===== config.mk =====
export PLATFORM = sky130hd
export DESIGN_NAME = if_fetch_stage
export DESIGN_NICKNAME = d
export VERILOG_FILES = /design/src/rtl/pipeline_pkg.sv /design/src/rtl/if_fetch_stage_skid.sv /design/src/rtl/if_fetch_stage.sv
export SDC_FILE = /design/constraint.sdc
export NUM_CORES = 1
export LEC_CHECK = 0
export BUFFER_PORTS_ARGS = -buffer_cell sky130_fd_sc_hd__buf_2
export CORE_ASPECT_RATIO = 1.5
export CORE_MARGIN = 8
export CORE_UTILIZATION = 51
export DETAILED_ROUTE_END_ITERATION = 10
export PLACE_DENSITY_LB_ADDON = 0.15
export SLEW_MARGIN = 20
export SYNTH_ARGS = -nofsm -noshare
export SYNTH_HDL_FRONTEND = slang
export SYNTH_HIERARCHICAL = 1
export SYNTH_SLANG_ARGS = --single-unit
export TNS_END_PERCENT = 1

===== constraint.sdc =====
create_clock -name clk -period 2.2 [get_ports clk]
set_clock_uncertainty 0.05 [all_clocks]
set_input_delay 0.22 -clock clk [delete_from_list [all_inputs] [get_ports clk]]
set_output_delay 0.22 -clock clk [all_outputs]
set_load 0.005 [all_outputs]

===== src/rtl/pipeline_pkg.sv =====
// Shared types and constants for the 5-stage core pipeline.
package pipeline_pkg;

  localparam int          PC_W_DEF    = 32;
  localparam int          INSTR_W_DEF = 32;
  localparam int          PC_INCR     = 4;
  localparam logic [31:0] NOP_INSTR   = 32'h0000_0013;

  typedef enum logic [1:0] {
    IDLE  = 2'd0,
    FETCH = 2'd1,
    HOLD  = 2'd2,
    DROP  = 2'd3
  } fetch_state_t;

endpackage


===== src/rtl/if_fetch_stage_skid.sv =====
// if_skid_buffer: single-entry {pc, instr} holding register; clear wins over load.
module if_skid_buffer #(
  parameter int PC_W    = 32,
  parameter int INSTR_W = 32
) (
  input  logic               clk,
  input  logic               arst_n,
  input  logic               load,
  input  logic               clear,
  input  logic [PC_W-1:0]    ld_pc,
  input  logic [INSTR_W-1:0] ld_instr,
  output logic [PC_W-1:0]    pc,
  output logic [INSTR_W-1:0] instr,
  output logic               full
);

  always_ff @(posedge clk or negedge arst_n) begin
    if (!arst_n) begin
      pc    <= '0;
      instr <= '0;
      full  <= 1'b0;
    end else if (clear) begin
      full <= 1'b0;
    end else if (load) begin
      pc    <= ld_pc;
      instr <= ld_instr;
      full  <= 1'b1;
    end
  end

endmodule


===== src/rtl/if_fetch_stage.sv =====
// IF stage: PC register, imem request handshake and IF/ID register with stall/redirect handling.
// Optional stall/flush counters are built when IF_PERF_CNT_EN is defined.
//
// state | meaning
// IDLE  | no request on the bus; waits for enable
// FETCH | request at pc_q on the bus until imem_ready
// HOLD  | response parked in skid buffer while the hazard stall is active
// DROP  | redirected while a request was pending; waiting to discard its response
module if_fetch_stage #(
  parameter int                 PC_W      = pipeline_pkg::PC_W_DEF,
  parameter int                 INSTR_W   = pipeline_pkg::INSTR_W_DEF,
  parameter logic [PC_W-1:0]    PC_RESET  = '0,
  parameter logic [INSTR_W-1:0] NOP_INSTR = INSTR_W'(pipeline_pkg::NOP_INSTR)
) (
  input  logic               clk,
  input  logic               arst_n,
  input  logic               enable,
  input  logic               prevent_update_pc,
  input  logic               prevent_update_reg_IF_ID,
  input  logic               branch_taken,
  input  logic [PC_W-1:0]    branch_target,
  input  logic               jump,
  input  logic [PC_W-1:0]    jump_target,
  output logic               imem_req,
  output logic [PC_W-1:0]    imem_addr,
  input  logic               imem_ready,
  input  logic [INSTR_W-1:0] imem_rdata,
  output logic [PC_W-1:0]    if_id_pc,
  output logic [INSTR_W-1:0] if_id_instr,
  output logic               if_id_valid
`ifdef IF_PERF_CNT_EN
  ,
  output logic [31:0]        stall_cycles,
  output logic [31:0]        flush_count
`endif
);

  import pipeline_pkg::*;

  fetch_state_t       state_q, state_d;
  logic [PC_W-1:0]    pc_q, pc_d, drop_addr_q, pc_next, redirect_pc;
  logic               stall, redirect;
  logic               ifid_load_mem, ifid_load_skid, ifid_bubble;
  logic               skid_load, skid_clear, drop_capture;
  logic [PC_W-1:0]    skid_pc;
  logic [INSTR_W-1:0] skid_instr;
  logic               skid_full;

  assign stall    = prevent_update_pc | prevent_update_reg_IF_ID;
  assign redirect = branch_taken | jump;
  // EX-stage branch is older than the ID-stage jump, so it takes precedence.
  assign redirect_pc = branch_taken ? {branch_target[PC_W-1:2], 2'b00}
                                    : {jump_target[PC_W-1:2], 2'b00};
  assign pc_next  = pc_q + PC_W'(PC_INCR);

  always_comb begin
    state_d        = state_q;
    pc_d           = pc_q;
    ifid_load_mem  = 1'b0;
    ifid_load_skid = 1'b0;
    ifid_bubble    = 1'b0;
    skid_load      = 1'b0;
    skid_clear     = 1'b0;
    drop_capture   = 1'b0;
    if (redirect) begin
      pc_d        = redirect_pc;
      ifid_bubble = 1'b1;
      skid_clear  = 1'b1;
      if (state_q == FETCH && !imem_ready) begin
        state_d      = DROP;
        drop_capture = 1'b1;
      end else if (state_q == DROP && !imem_ready) begin
        state_d = DROP;
      end else begin
        state_d = enable ? FETCH : IDLE;
      end
    end else begin
      case (state_q)
        IDLE: if (enable) state_d = FETCH;
        FETCH: begin
          if (imem_ready) begin
            if (stall) begin
              skid_load = 1'b1;
              state_d   = HOLD;
            end else begin
              ifid_load_mem = 1'b1;
              pc_d          = pc_next;
              state_d       = enable ? FETCH : IDLE;
            end
          end else if (!stall) begin
            ifid_bubble = 1'b1;
          end
        end
        HOLD: begin
          if (!stall) begin
            ifid_load_skid = 1'b1;
            skid_clear     = 1'b1;
            pc_d           = pc_next;
            state_d        = enable ? FETCH : IDLE;
          end
        end
        DROP: if (imem_ready) state_d = enable ? FETCH : IDLE;
        default: state_d = IDLE;
      endcase
    end
  end

  always_ff @(posedge clk or negedge arst_n) begin
    if (!arst_n) begin
      state_q     <= IDLE;
      pc_q        <= PC_RESET;
      drop_addr_q <= PC_RESET;
      if_id_pc    <= '0;
      if_id_instr <= NOP_INSTR;
      if_id_valid <= 1'b0;
    end else begin
      state_q <= state_d;
      pc_q    <= pc_d;
      if (drop_capture) drop_addr_q <= pc_q;
      if (ifid_bubble) begin
        if_id_instr <= NOP_INSTR;
        if_id_valid <= 1'b0;
      end else if (ifid_load_mem) begin
        if_id_pc    <= pc_q;
        if_id_instr <= imem_rdata;
        if_id_valid <= 1'b1;
      end else if (ifid_load_skid) begin
        if_id_pc    <= skid_pc;
        if_id_instr <= skid_instr;
        if_id_valid <= 1'b1;
      end
    end
  end

  // DROP keeps the abandoned address on the bus until imem answers it.
  assign imem_req  = (state_q == FETCH) || (state_q == DROP);
  assign imem_addr = (state_q == DROP) ? drop_addr_q : pc_q;

  if_skid_buffer #(
    .PC_W    (PC_W),
    .INSTR_W (INSTR_W)
  ) u_skid (
    .clk      (clk),
    .arst_n   (arst_n),
    .load     (skid_load),
    .clear    (skid_clear),
    .ld_pc    (pc_q),
    .ld_instr (imem_rdata),
    .pc       (skid_pc),
    .instr    (skid_instr),
    .full     (skid_full)
  );

`ifdef IF_PERF_CNT_EN
  always_ff @(posedge clk or negedge arst_n) begin
    if (!arst_n) begin
      stall_cycles <= '0;
      flush_count  <= '0;
    end else begin
      if (stall && stall_cycles != '1) stall_cycles <= stall_cycles + 32'd1;
      if (redirect && flush_count != '1) flush_count <= flush_count + 32'd1;
    end
  end
`endif

  logic unused_skid_full;
  assign unused_skid_full = skid_full;

endmodule


==> summary by stage <==
Global route
The first global-routing pass estimated 40600 microns of wire. The maximum number of pins on one net before global-route repair is 87. The remaining global-route overflow is 0. Global routing used 22.2% of the available tracks across all layers. The number of antenna violations at the first check in global routing is 0. The via count of the first global-routing pass is 7653.

Pwr
Dividing total power by cell area gives a power density of between 700 and 800 nW/um^2. Across the VDD grid, the largest voltage drop is 0.000420 V. For this design the static power due to leakage is 0.00599 uW.

Layout
Of the cells placed in the final design, the portion with a size suffix greater than 1 is 39.2%. The post-route standard cell area excluding fillers is 11800 sq um. The number of antenna diodes in the final layout is 0. From synthesis to final layout, the design area changed by 25.7%.

After the last flow step, the layout net total stands at 1149. Registers take 4780 sq um. The multi-input combinational cells in the finished layout cover a total of around 4200 sq um. Counting the fill cells in the layout gives 1475.

Detailed routing
After detailed routing, the wire length on met1 is ~10000 microns. Summing over every cut layer, the via total after detailed routing is 7009. The highest layer touched by signal routing is met4. In the final routed layout, each cell accounts on average for 19.5 microns. The detailed-route DRC error count is 0.

The initial detailed-routing violation count is about 400. The routed design has between 20000 and 25000 microns of wire. In the detailed route, the total length drawn on met3 is 1190 microns. The vias per cell is 5.49. The count of nets left with antenna violations once routing finished came out at 0.

For this run, the detailed router's first-pass iteration total came to 4. The met2 wirelength from detailed routing is between 10000 and 15000 microns.

Synthesis
The post-synthesis instance total is about 800. The warning count from the yosys run is 6. The cell area that synthesis handed to floorplanning was 9390 sq um. The average instance in the mapped netlist occupies 11.8 sq um.

Place
The placed instance area is around 11000 sq um. The final weighted congestion of routability-driven global placement is between 0.8 and 0.9. The HPWL after detailed placement is 17600 microns.

The count of input and output buffers is 195. The worst setup timing slack at the placement stage is about 0.15 ns.

Worst setup path
The worst-case reg-to-reg path depth is 6. The worst setup path is captured at an output port. The largest fanout of any net on the critical path is 19. The worst reg-to-reg setup slack is approximately 0.18 ns. In this run the critical register-to-register path is captured at pc_q[31]$_DFFE_PN0P_. At the worst endpoint, the required time is between 1.5 and 2 ns.

The startpoint identified for the worst register-to-register timing path is state_q[1]$_DFFE_PN0P_. The path type of the worst setup path is reg -> out. STA puts the critical path data arrival time at 1.80 ns.

The worst setup path is launched from a flop.

Run status
The flow ran to the end, and the final reports show no timing, DRC or antenna violations.

Worst hold path
The class of the most critical hold timing path is in -> reg. The depth of the worst hold-timing path is 2. The source of the worst hold timing path is imem_rdata[5]. The path with the worst hold slack has its endpoint at u_skid/instr[5]$_DFFE_PN0P_.

Timing
The number of hold violations in the final report is 0. The count of pins over their slew limit is 0. The final critical path time including I/O delays and setup is between 2 and 2.5 ns. For the pin with the worst max-slew slack, the measured transition is 1.01 ns. Summed over all failing endpoints, the final setup total negative slack is 0 ns. The highest clock rate is between 0.4 and 0.5 GHz. Setup slack on the critical path of the routed design comes to 0.130 ns. The final period utilization is between 90% and 100%.

Setup repair after global routing left no endpoint under its margin. Setup violations remaining at the end of the flow were counted as 0. Headroom to the max-slew limit came out at between 30 and 40%. The tightest hold margin is 0.0228 ns.

Floorplanning
The floorplan die height is between 150 and 200 microns. The number of rows created at floorplan is 61. The initial core utilization is between 50% and 60%. In this run the horizontal extent of the chip is 127 microns. The floorplan step defined a die boundary enclosing 23100 sq um. The number of primary I/O pins is 202. The total area inside the core boundary comes to between 15000 and 20000 sq um.

CTS
At the later pin of the worst-skew pair, clock insertion delay measures 0.43 ns. No sink is reached through more buffers than the 2 on the longest clock path. The cell sitting at the root of the clock tree is a sky130_fd_sc_hd__clkbuf_16. In this run the post-CTS setup repair buffer count came out at 0.

The clock tree synthesis step divided the H-tree into 4 levels. The total clock sinks is 191. The CTS tree is yes. The number of clock buffers added by TritonCTS is 17.

The clock transition at the register clock pins on the worst setup and hold paths after CTS is ~0.07 ns.

Job
Across the run, the number of max-cap violations was 0.
per-stage QoR:
| stage | instances | util [%] | power, uW |
|---|---|---|---|
| after floorplan | 800 | - | 5500 |
| after global placement | 1201 | 58.7 | 6200 |
| after detailed placement | 1201 | 58.7 | 6260 |
| after CTS | 1277 | 64.4 | 9490 |
| after global routing | 1277 | 64.4 | 9850 |
| final | 1277 | 64.4 | 9360 |
state kept, by name (all words and copies together), names as in the netlist:
signal,count
u_skid/instr,32
if_id_valid,1
if_id_pc,32
u_skid/pc,32
if_id_instr,32
pc_q,30
drop_addr_q,30
state_q,2
worst max-delay path by stage:
stage                             endpoint  cells after the start                   start
2_1_floorplan  u_skid/instr[0]$_DFFE_PN0P_                      8                    jump
3_3_place_gp          pc_q[20]$_DFFE_PN0P_                      5                    jump
3_5_place_dp          pc_q[20]$_DFFE_PN0P_                      5                    jump
4_1_cts                      imem_addr[28]                      4  state_q[0]$_DFFE_PN0P_
5_1_grt                      imem_addr[31]                      4  state_q[0]$_DFFE_PN0P_
6_report                     imem_addr[31]                      4  state_q[0]$_DFFE_PN0P_
placed cells by master (no fill, tap or decap), types with 7 or more instances in the layout:
cell and count:
sky130_fd_sc_hd__nand4_1 9, sky130_fd_sc_hd__dlygate4sd3_1 44, sky130_fd_sc_hd__o21ai_0 83, sky130_fd_sc_hd__nor2_1 17, sky130_fd_sc_hd__buf_12 9, sky130_fd_sc_hd__xnor2_1 9
sky130_fd_sc_hd__mux2_2 63, sky130_fd_sc_hd__buf_4 35, sky130_fd_sc_hd__a22oi_1 17, sky130_fd_sc_hd__nand2_1 97, sky130_fd_sc_hd__a21oi_1 23, sky130_fd_sc_hd__dfrtp_1 188
sky130_fd_sc_hd__nor2b_1 7, sky130_fd_sc_hd__nand3_1 12, sky130_fd_sc_hd__buf_2 194, sky130_fd_sc_hd__clkbuf_16 17, sky130_fd_sc_hd__mux2i_1 66, sky130_fd_sc_hd__mux2_4 60
sky130_fd_sc_hd__xor2_1 7
power breakdown:
part	internal (uW)	leakage (uW)	switching, uW
combinational	1050	0.00322	768
sequential	4070	0.00248	359
clock	1730	0.000285	1380
routing by layer:
layer / vias to the layer above / track usage [%]
met5: - / 0
met4: 0 / 8.79
met3: 39 / 4.82
met2: 182 / 39.4
met1: 3463 / 25.5
li1: 3325 / -
cell type report:
type                    count  share of cell area, %
inverters                   6                  0.191
multi-input cells         544                   36.0
flip-flops and latches    191                   40.5
well taps                 220                   2.33
clock inverters            13                   1.30
repair buffers            284                   15.9
clock buffers              19                   3.75
repair_timing:
item                                    in CTS  in global routing
resized for setup                            0                  1
endpoints found under the setup margin       0                  7
hold endpoints to repair                    88                  0
hold buffers                                44                  0
critical path: stages (launching register included):
cell and delay, ns:
sky130_fd_sc_hd__dfrtp_1 0.47, sky130_fd_sc_hd__nand2_1 0.13, sky130_fd_sc_hd__buf_6 0.23, sky130_fd_sc_hd__mux2_2 0.39, sky130_fd_sc_hd__buf_2 0.14
Note: power is estimated with default switching activity, not from simulation.
